==> src/rtl/regbank_dump.sv <==
// Register bank with two combinational read ports, one write port, a
// never-bypassed debug read port, optional hardwired-zero register 0,
// optional write-to-read forwarding and a valid/ready dump engine that
// streams every register, in index order, to the debug serializer.
module regbank_dump #(
    parameter int addr_bits = 5,
    parameter int word_wide = 32,
    parameter int ZERO_REG  = 1,
    parameter int BYPASS    = 1
) (
    input  logic                 clock,
    input  logic                 reset,
    input  logic                 regWrite,
    input  logic [addr_bits-1:0] writeReg,
    input  logic [word_wide-1:0] writeData,
    input  logic [addr_bits-1:0] readReg1,
    input  logic [addr_bits-1:0] readReg2,
    output logic [word_wide-1:0] readData1,
    output logic [word_wide-1:0] readData2,
    input  logic [addr_bits-1:0] readRegFromDebug,
    output logic [word_wide-1:0] readDataToDebug,
    input  logic                 dump_start,
    input  logic                 dump_ready,
    output logic                 dump_valid,
    output logic [addr_bits-1:0] dump_addr,
    output logic [word_wide-1:0] dump_data,
    output logic                 dump_last,
    output logic                 dump_busy,
    output logic                 dump_done
);

    localparam int depth = 1 << addr_bits;
    localparam logic [addr_bits-1:0] LAST_ADDR = '1;

    typedef enum logic [1:0] {
        IDLE,
        SEND,
        DONE
    } dump_state_t;

    // Storage is flops rather than block RAM: every read is combinational
    // and the whole bank must clear on reset.
    logic [word_wide-1:0] banco [depth];
    logic                 write_ok;
    logic [depth-1:0]     write_sel;

    dump_state_t          state_reg, state_next;
    logic [addr_bits-1:0] dump_addr_reg, dump_addr_next;
    logic [word_wide-1:0] dump_data_reg, dump_data_next;
    logic [addr_bits-1:0] dump_addr_inc;

    // A write to register 0 is dropped entirely when it is hardwired to zero,
    // so it is neither stored nor forwarded.
    assign write_ok = regWrite && !((ZERO_REG != 0) && (writeReg == '0));

    // One-hot write decode, one enable per register
    generate
        for (genvar gi = 0; gi < depth; gi++) begin : g_write_sel
            assign write_sel[gi] = write_ok && (writeReg == addr_bits'(gi));
        end
    endgenerate

    // Register array: synchronous clear, otherwise decoded write
    always_ff @(posedge clock) begin
        if (reset) begin
            for (int i = 0; i < depth; i++) begin
                banco[i] <= '0;
            end
        end else begin
            for (int i = 0; i < depth; i++) begin
                if (write_sel[i]) begin
                    banco[i] <= writeData;
                end
            end
        end
    end

    // Stored value with register-0 forcing; never includes forwarding
    function automatic logic [word_wide-1:0] stored(input logic [addr_bits-1:0] a);
        if ((ZERO_REG != 0) && (a == '0)) begin
            return '0;
        end
        return banco[a];
    endfunction

    assign readData1 = ((BYPASS != 0) && write_ok && (writeReg == readReg1)) ? writeData
                                                                            : stored(readReg1);
    assign readData2 = ((BYPASS != 0) && write_ok && (writeReg == readReg2)) ? writeData
                                                                            : stored(readReg2);
    assign readDataToDebug = stored(readRegFromDebug);

    // Dump engine state, beat index and captured beat data
    always_ff @(posedge clock) begin
        if (reset) begin
            state_reg     <= IDLE;
            dump_addr_reg <= '0;
            dump_data_reg <= '0;
        end else begin
            state_reg     <= state_next;
            dump_addr_reg <= dump_addr_next;
            dump_data_reg <= dump_data_next;
        end
    end

    assign dump_addr_inc = dump_addr_reg + addr_bits'(1);

    // Next-state logic; a beat captures the array as it stands before the
    // loading edge, so a write on that same edge lands after the snapshot.
    always_comb begin
        state_next     = state_reg;
        dump_addr_next = dump_addr_reg;
        dump_data_next = dump_data_reg;
        case (state_reg)
            IDLE: begin
                if (dump_start) begin
                    state_next     = SEND;
                    dump_addr_next = '0;
                    dump_data_next = stored('0);
                end
            end
            SEND: begin
                if (dump_ready) begin
                    if (dump_addr_reg == LAST_ADDR) begin
                        state_next = DONE;
                    end else begin
                        dump_addr_next = dump_addr_inc;
                        dump_data_next = stored(dump_addr_inc);
                    end
                end
            end
            DONE: begin
                state_next = IDLE;
            end
            default: begin
                state_next = IDLE;
            end
        endcase
    end

    assign dump_valid = (state_reg == SEND);
    assign dump_done  = (state_reg == DONE);
    assign dump_busy  = (state_reg != IDLE);
    assign dump_addr  = dump_addr_reg;
    assign dump_data  = dump_data_reg;
    assign dump_last  = dump_valid && (dump_addr_reg == LAST_ADDR);

endmodule
==> config.mk <==
export PLATFORM = sky130hd
export DESIGN_NAME = regbank_dump
export DESIGN_NICKNAME = d
export VERILOG_FILES = /design/src/rtl/regbank_dump.sv
export SDC_FILE = /design/constraint.sdc
export NUM_CORES = 2
export LEC_CHECK = 0
export CAP_MARGIN = 5
export CORE_MARGIN = 5
export CORE_UTILIZATION = 65
export CTS_BUF_LIST = sky130_fd_sc_hd__clkbuf_4 sky130_fd_sc_hd__clkbuf_8
export CTS_CLUSTER_DIAMETER = 120
export DETAILED_ROUTE_END_ITERATION = 12
export GPL_TIMING_DRIVEN = 1
export PLACE_DENSITY = 0.93
export SYNTH_ARGS = -nofsm -noshare
export SYNTH_HDL_FRONTEND = slang
export SYNTH_SLANG_ARGS = --single-unit
==> constraint.sdc <==
create_clock -name clock -period 3.4 [get_ports clock]
set_input_delay 0.68 -clock clock [delete_from_list [all_inputs] [get_ports clock]]
set_output_delay 0.68 -clock clock [all_outputs]
set_load 0.005 [all_outputs]
==> summary.md, run 1 <==
| Metric | Value |
|---|---|
| Global Route Usage Sum | 0.828 |
| Starting Density | 0.653 |
| Halt point of the flow | global routing (5_1_grt) |
| Count of pins on the block boundary | 194 |
| Unique masters post-synth | 57 |
| Number of standard-cell rows in the floorplan | 120 |
| Wire length of the first global-routing pass | 678000 um |
| Clock buffer count from CTS | 173 |
| Number of port buffers | 193 |
| Number of synthesized flops with an enable pin | 1024 |
| Number of warnings printed during yosys synthesis | 0 |
| Average size of a mapped cell | 13.5 sq um |
| Final Wtd Congestion | 1.07 |
| Number of global-route vias before repair | 85.4k |
| Post-synthesis sequential area ratio | 0.451 |
| Leading area contributor after synthesis | edfxtp_1 |
| Die height | 338 um |
| Syn Std Cell Area | 69900 sq um |
| Most used DFF post-synth | edfxtp_1 |
| Number of synthesized register bits | 1063 |
| Area fraction of the dominant cell type after synthesis | 0.440 |
| Fraction of registers with async set or reset after synthesis | 0 |
| Number of buffers between clock root and the deepest sink | 3 |
| Leading post-synthesis cells by instance count | edfxtp_1, mux4_2, nor2_1 |
| Maximum number of pins on one net before global-route repair | 84 |
| Detailed placer's ending HPWL | 204000 um |
| First Err | [ERROR GRT-0116] Global routing finished with congestion. Check the congestion regions in the DRC Viewer. |
| Outcome | aborted with a tool error |
| Clock Root Buffer | clkbuf_8 |
| Most used standard cell by instance count after synthesis | edfxtp_1 |
| Clock tree sinks | 1063 |
| Cell count after synthesis | 5173 |
| Leading post-synthesis cells by cell area | edfxtp_1, mux4_2, mux2i_1, nor2_1, mux2_2 |
| X dimension of the die | 338 um |
| Total congestion overflow after global routing | 1861 |
| H-tree lvl count | 4 |
routing by layer:
layer / track usage / overflow
met4: 0.835 / 606
met1: 0.802 / 170
met2: 0.895 / 875
met3: 0.796 / 183
met5: 0.666 / 27
repair_timing:
| action | 4_1_cts |
|---|---|
| resized for setup | 875 |
| cloned | 16 |
| setup endpoints to repair | 97 |
| hold buffers | 0 |
| pin swaps | 182 |
| hold endpoints to repair | 0 |
| setup buffers | 375 |
cell families after synthesis:
group / share of synthesized area
and+or+nand+nor: 0.0871
muxes: 0.339
DFF: 0.451
AOI/OAI and AO/OA: 0.0772
buffers and inverters: 0.0426
xor gates and xnor gates: 0.00176
adders and majority gates: 0.000537
other: 0.0000537
through the flow:
step	area, sq um	std cells	worst slack (ps)	utilization
4_1_cts	87400	7623	-335	0.817
3_5_place_dp	78900	6941	-964	0.738
3_3_place_gp	78900	6941	-906	0.738
2_1_floorplan	70000	5204	335	-
==> run 2, diff against run 1 <==
==> config.mk (replaced) <==
export PLATFORM = sky130hd
export DESIGN_NAME = regbank_dump
export DESIGN_NICKNAME = d
export VERILOG_FILES = /design/src/rtl/regbank_dump.sv
export SDC_FILE = /design/constraint.sdc
export NUM_CORES = 2
export LEC_CHECK = 0
export CAP_MARGIN = 5
export CORE_MARGIN = 5
export CORE_UTILIZATION = 40
export DETAILED_ROUTE_END_ITERATION = 12
export GPL_TIMING_DRIVEN = 1
export PLACE_DENSITY_LB_ADDON = 0.15
export SYNTH_ARGS = -nofsm -noshare
export SYNTH_HDL_FRONTEND = slang
export SYNTH_SLANG_ARGS = --single-unit
==> summary.md, run 2 <==
| Metric | Value |
|---|---|
| Most common cell after layout, fill and taps aside | edfxtp_1 |
| Skew-Pair Late Insertion Delay | 810 ps |
| Die Area | 183000 sq um |
| Post-synthesis share of cell area spent on xor and xnor gates | 0.00176 |
| Global Route Usage Sum | 0.371 |
| Total congestion overflow after global routing | 0 |
| Clock buffer count from CTS | 120 |
| Psw | 11.6 mW |
| Post-cts hold buffer count | 0 |
| Worst setup path category | in -> out |
| Most used DFF post-synth | edfxtp_1 |
| Aggregate routed wire length | 352000 um |
| Cell count after synthesis | 5173 |
| Failing checks | capacitance limit, slew limit, setup timing |
| Leading post-synthesis cells by cell area | edfxtp_1, mux4_2, mux2i_1, nor2_1, mux2_2 |
| Multiplexer share of the synthesized area | 0.339 |
| Proportion of power drawn by the clock network | 0.335 |
| Post-synthesis simple-gate area fraction | 0.0871 |
| Iteration-0 DRC count of the detailed router | 8578 |
| Maximum ir drop on the vdd rail | 430 uV |
| Setup repair after global routing missed its margin | true |
| Worst Tran Pin Value | 1490 ps |
| Outcome | finished, violations left |
| Worst setup skew after layout | 16.8 ps |
| Most used standard cell by instance count after synthesis | edfxtp_1 |
| Post-route worst hold slack | 300 ps |
| Detailed Routing Iterations Pass 1 | 6 |
| Fraction of layout cells with a size suffix above 1 | 0.464 |
| Number of flip-flops in the largest register | 1024 |
| Number of synthesized flops with an enable pin | 1024 |
| Detailed placer's ending HPWL | 221000 um |
| Worst endpoint required time | 2720 ps |
| Starting Density | 0.402 |
| Number of port buffers | 193 |
| Smallest setup slack after layout | -290 ps |
| DRC violations left | 0 |
| Area fraction of the dominant cell type after synthesis | 0.440 |
| Leakage power total | 33.2 nW |
| Total power divided by cell area | 424 nW/um^2 |
| Synth Area in Adders | 0.000537 |
| Number of synthesized register bits | 1063 |
| Leading area contributor after synthesis | edfxtp_1 |
| Post-DR wirelength/cell | 41.0 um |
| Avg Vias per Cell | 6.97 |
| Proportion of power drawn by flip-flops and latches | 0.414 |
| Number of nets with antenna violations after routing | 0 |
| Number of buffers between clock root and the deepest sink | 3 |
| Minimum period implied by the final worst setup slack | 3690 ps |
| Crit path capture type | output port |
| Top achievable clock speed | 0.271 GHz |
| Final Hold Violating Endpoints | 0 |
| Compound-Gate Fraction of Synth Area | 0.0772 |
| Placeable core region | 174000 sq um |
| Number of violations of the max-capacitance limit | 1 |
| Number of global-route vias before repair | 58.1k |
| Final-stage net count | 6210 |
| Final Wtd Congestion | 0.973 |
| Fraction of registers with async set or reset after synthesis | 0 |
| Count of pins over their slew limit | 1 |
| Number of vias after detailed routing | 59.8k |
| Min-Delay Path Class | in -> reg |
| Final cycle utilization of the critical path | 1.09 |
| Data arrival, critical path | 3010 ps |
| Combinational power share | 0.251 |
| Cell internal power dissipation | 27.3 mW |
| Syn Std Cell Area | 69900 sq um |
| Number of warnings printed during yosys synthesis | 0 |
| X dimension of the die | 428 um |
| Clock Root Buffer | clkbuf_16 |
| Final std cell area, no fill | 91800 sq um |
| Maximum number of pins on one net before global-route repair | 98 |
| Switching part of the total power | 0.298 |
| Clock tree sinks | 1063 |
| Highest net fanout along the worst path | 13 |
| Worst setup slack for register-to-register paths | 120 ps |
| Count of pins on the block boundary | 194 |
| Number of antenna violations at the first check in global routing | 10 |
| Placement Setup Slack | -957 ps |
| H-tree lvl count | 3 |
| Placed standard-cell area | 81300 sq um |
| Post-synthesis sequential area ratio | 0.451 |
| Wire length of the first global-routing pass | 475000 um |
| Number of standard-cell rows in the floorplan | 153 |
| Die height | 428 um |
| Leading post-synthesis cells by instance count | edfxtp_1, mux4_2, nor2_1 |
| CTS clk-pin slew, worst paths | 60 ps |
| Final setup violation count | 63 |
| Top library cells by usage in the layout, fill and taps aside | edfxtp_1, mux4_2, buf_4 |
| CTS tree | built |
| Kind of start point of the critical path | primary input |
| Growth of design area from synthesis to finish | 31.5% |
| Slew HR | -0.00557 |
| Unique masters post-synth | 57 |
| Average size of a mapped cell | 13.5 sq um |
| Main combinational cell family by area after synthesis | multiplexers |
run 2: cell type report:
class,count,area (sq um)
diodes,6,15.0
clock buffers,145,3120
clock inverters,80,664
fillers,14599,82000
inverters,70,275
multi-input cells,3499,38000
flip-flops and latches,1063,31500
well taps,2325,2910
repair buffers,1396,15400
run 2: timing repair:
action                     4_1_cts  5_1_grt
gates cloned                    32        9
setup buffers                  309       94
gates resized for setup        841      268
setup endpoints to repair       96       93
pin swaps                      147      145
run 2: worst max-delay path, cell delays in order:
cell	delay, ps
buf_12	90
buf_6	190
buf_16	210
buf_4	140
mux4_2	550
o211ai_1	200
buf_4	150
a21oi_4	110
o32a_1	490
buf_2	180
run 2: kinds of logic (layout without fill, tap and decap cells):
| group | count (synthesis) | after routing |
|---|---|---|
| AND/OR/NAND/NOR | 1427 | 1427 |
| buffers and inverters | 642 | 1691 |
| XOR/XNOR | 14 | 14 |
| flip-flops | 1063 | 1063 |
| other | 1 | 38 |
| multiplexers | 1302 | 1302 |
| adder cells (fa/ha/maj) | 3 | 3 |
| AO/OA/AOI/OAI | 721 | 721 |
run 2: worst paths after layout:
path	start	end	depth (start not counted)
hold / removal	reset	banco[0][6]	1
setup / recovery	readReg2[0]	readData2[15]	10
hold reg to reg	dump_data[27]	dump_data[27]	1
setup reg to reg	dump_addr[0]	dump_data[22]	7
run 2: power groups by stage:
stage          registers (mW)  clock network, mW  logic (mW)
2_1_floorplan            16.1                  0        4.58
3_3_place_gp             16.4                  0        8.51
3_5_place_dp             16.4                  0        8.49
4_1_cts                  16.1               13.1        9.27
5_1_grt                  16.3               13.6        9.98
6_report                 16.1               13.0        9.80
run 2: metrics by stage:
step	std cells	TNS [ps]	utilization	power (mW)
after global placement	7960	-55760	0.467	24.9
after global routing	8579	-8220	0.528	39.8
final	8584	-7620	0.528	39.0
after detailed placement	7960	-55270	0.467	24.9
after CTS	8502	-9830	0.519	38.5
after floorplan	5204	0	-	20.7
run 2: per-layer routing:
metal | wire length [um] | vias to the layer above | GRT usage
met5 | 0 | - | 0
met4 | 37600 | 0 | 0.299
met3 | 42700 | 1374 | 0.0846
met2 | 154000 | 5077 | 0.562
met1 | 117000 | 30558 | 0.456
li1 | - | 22796 | -
Power figures use the tool's default switching activity.
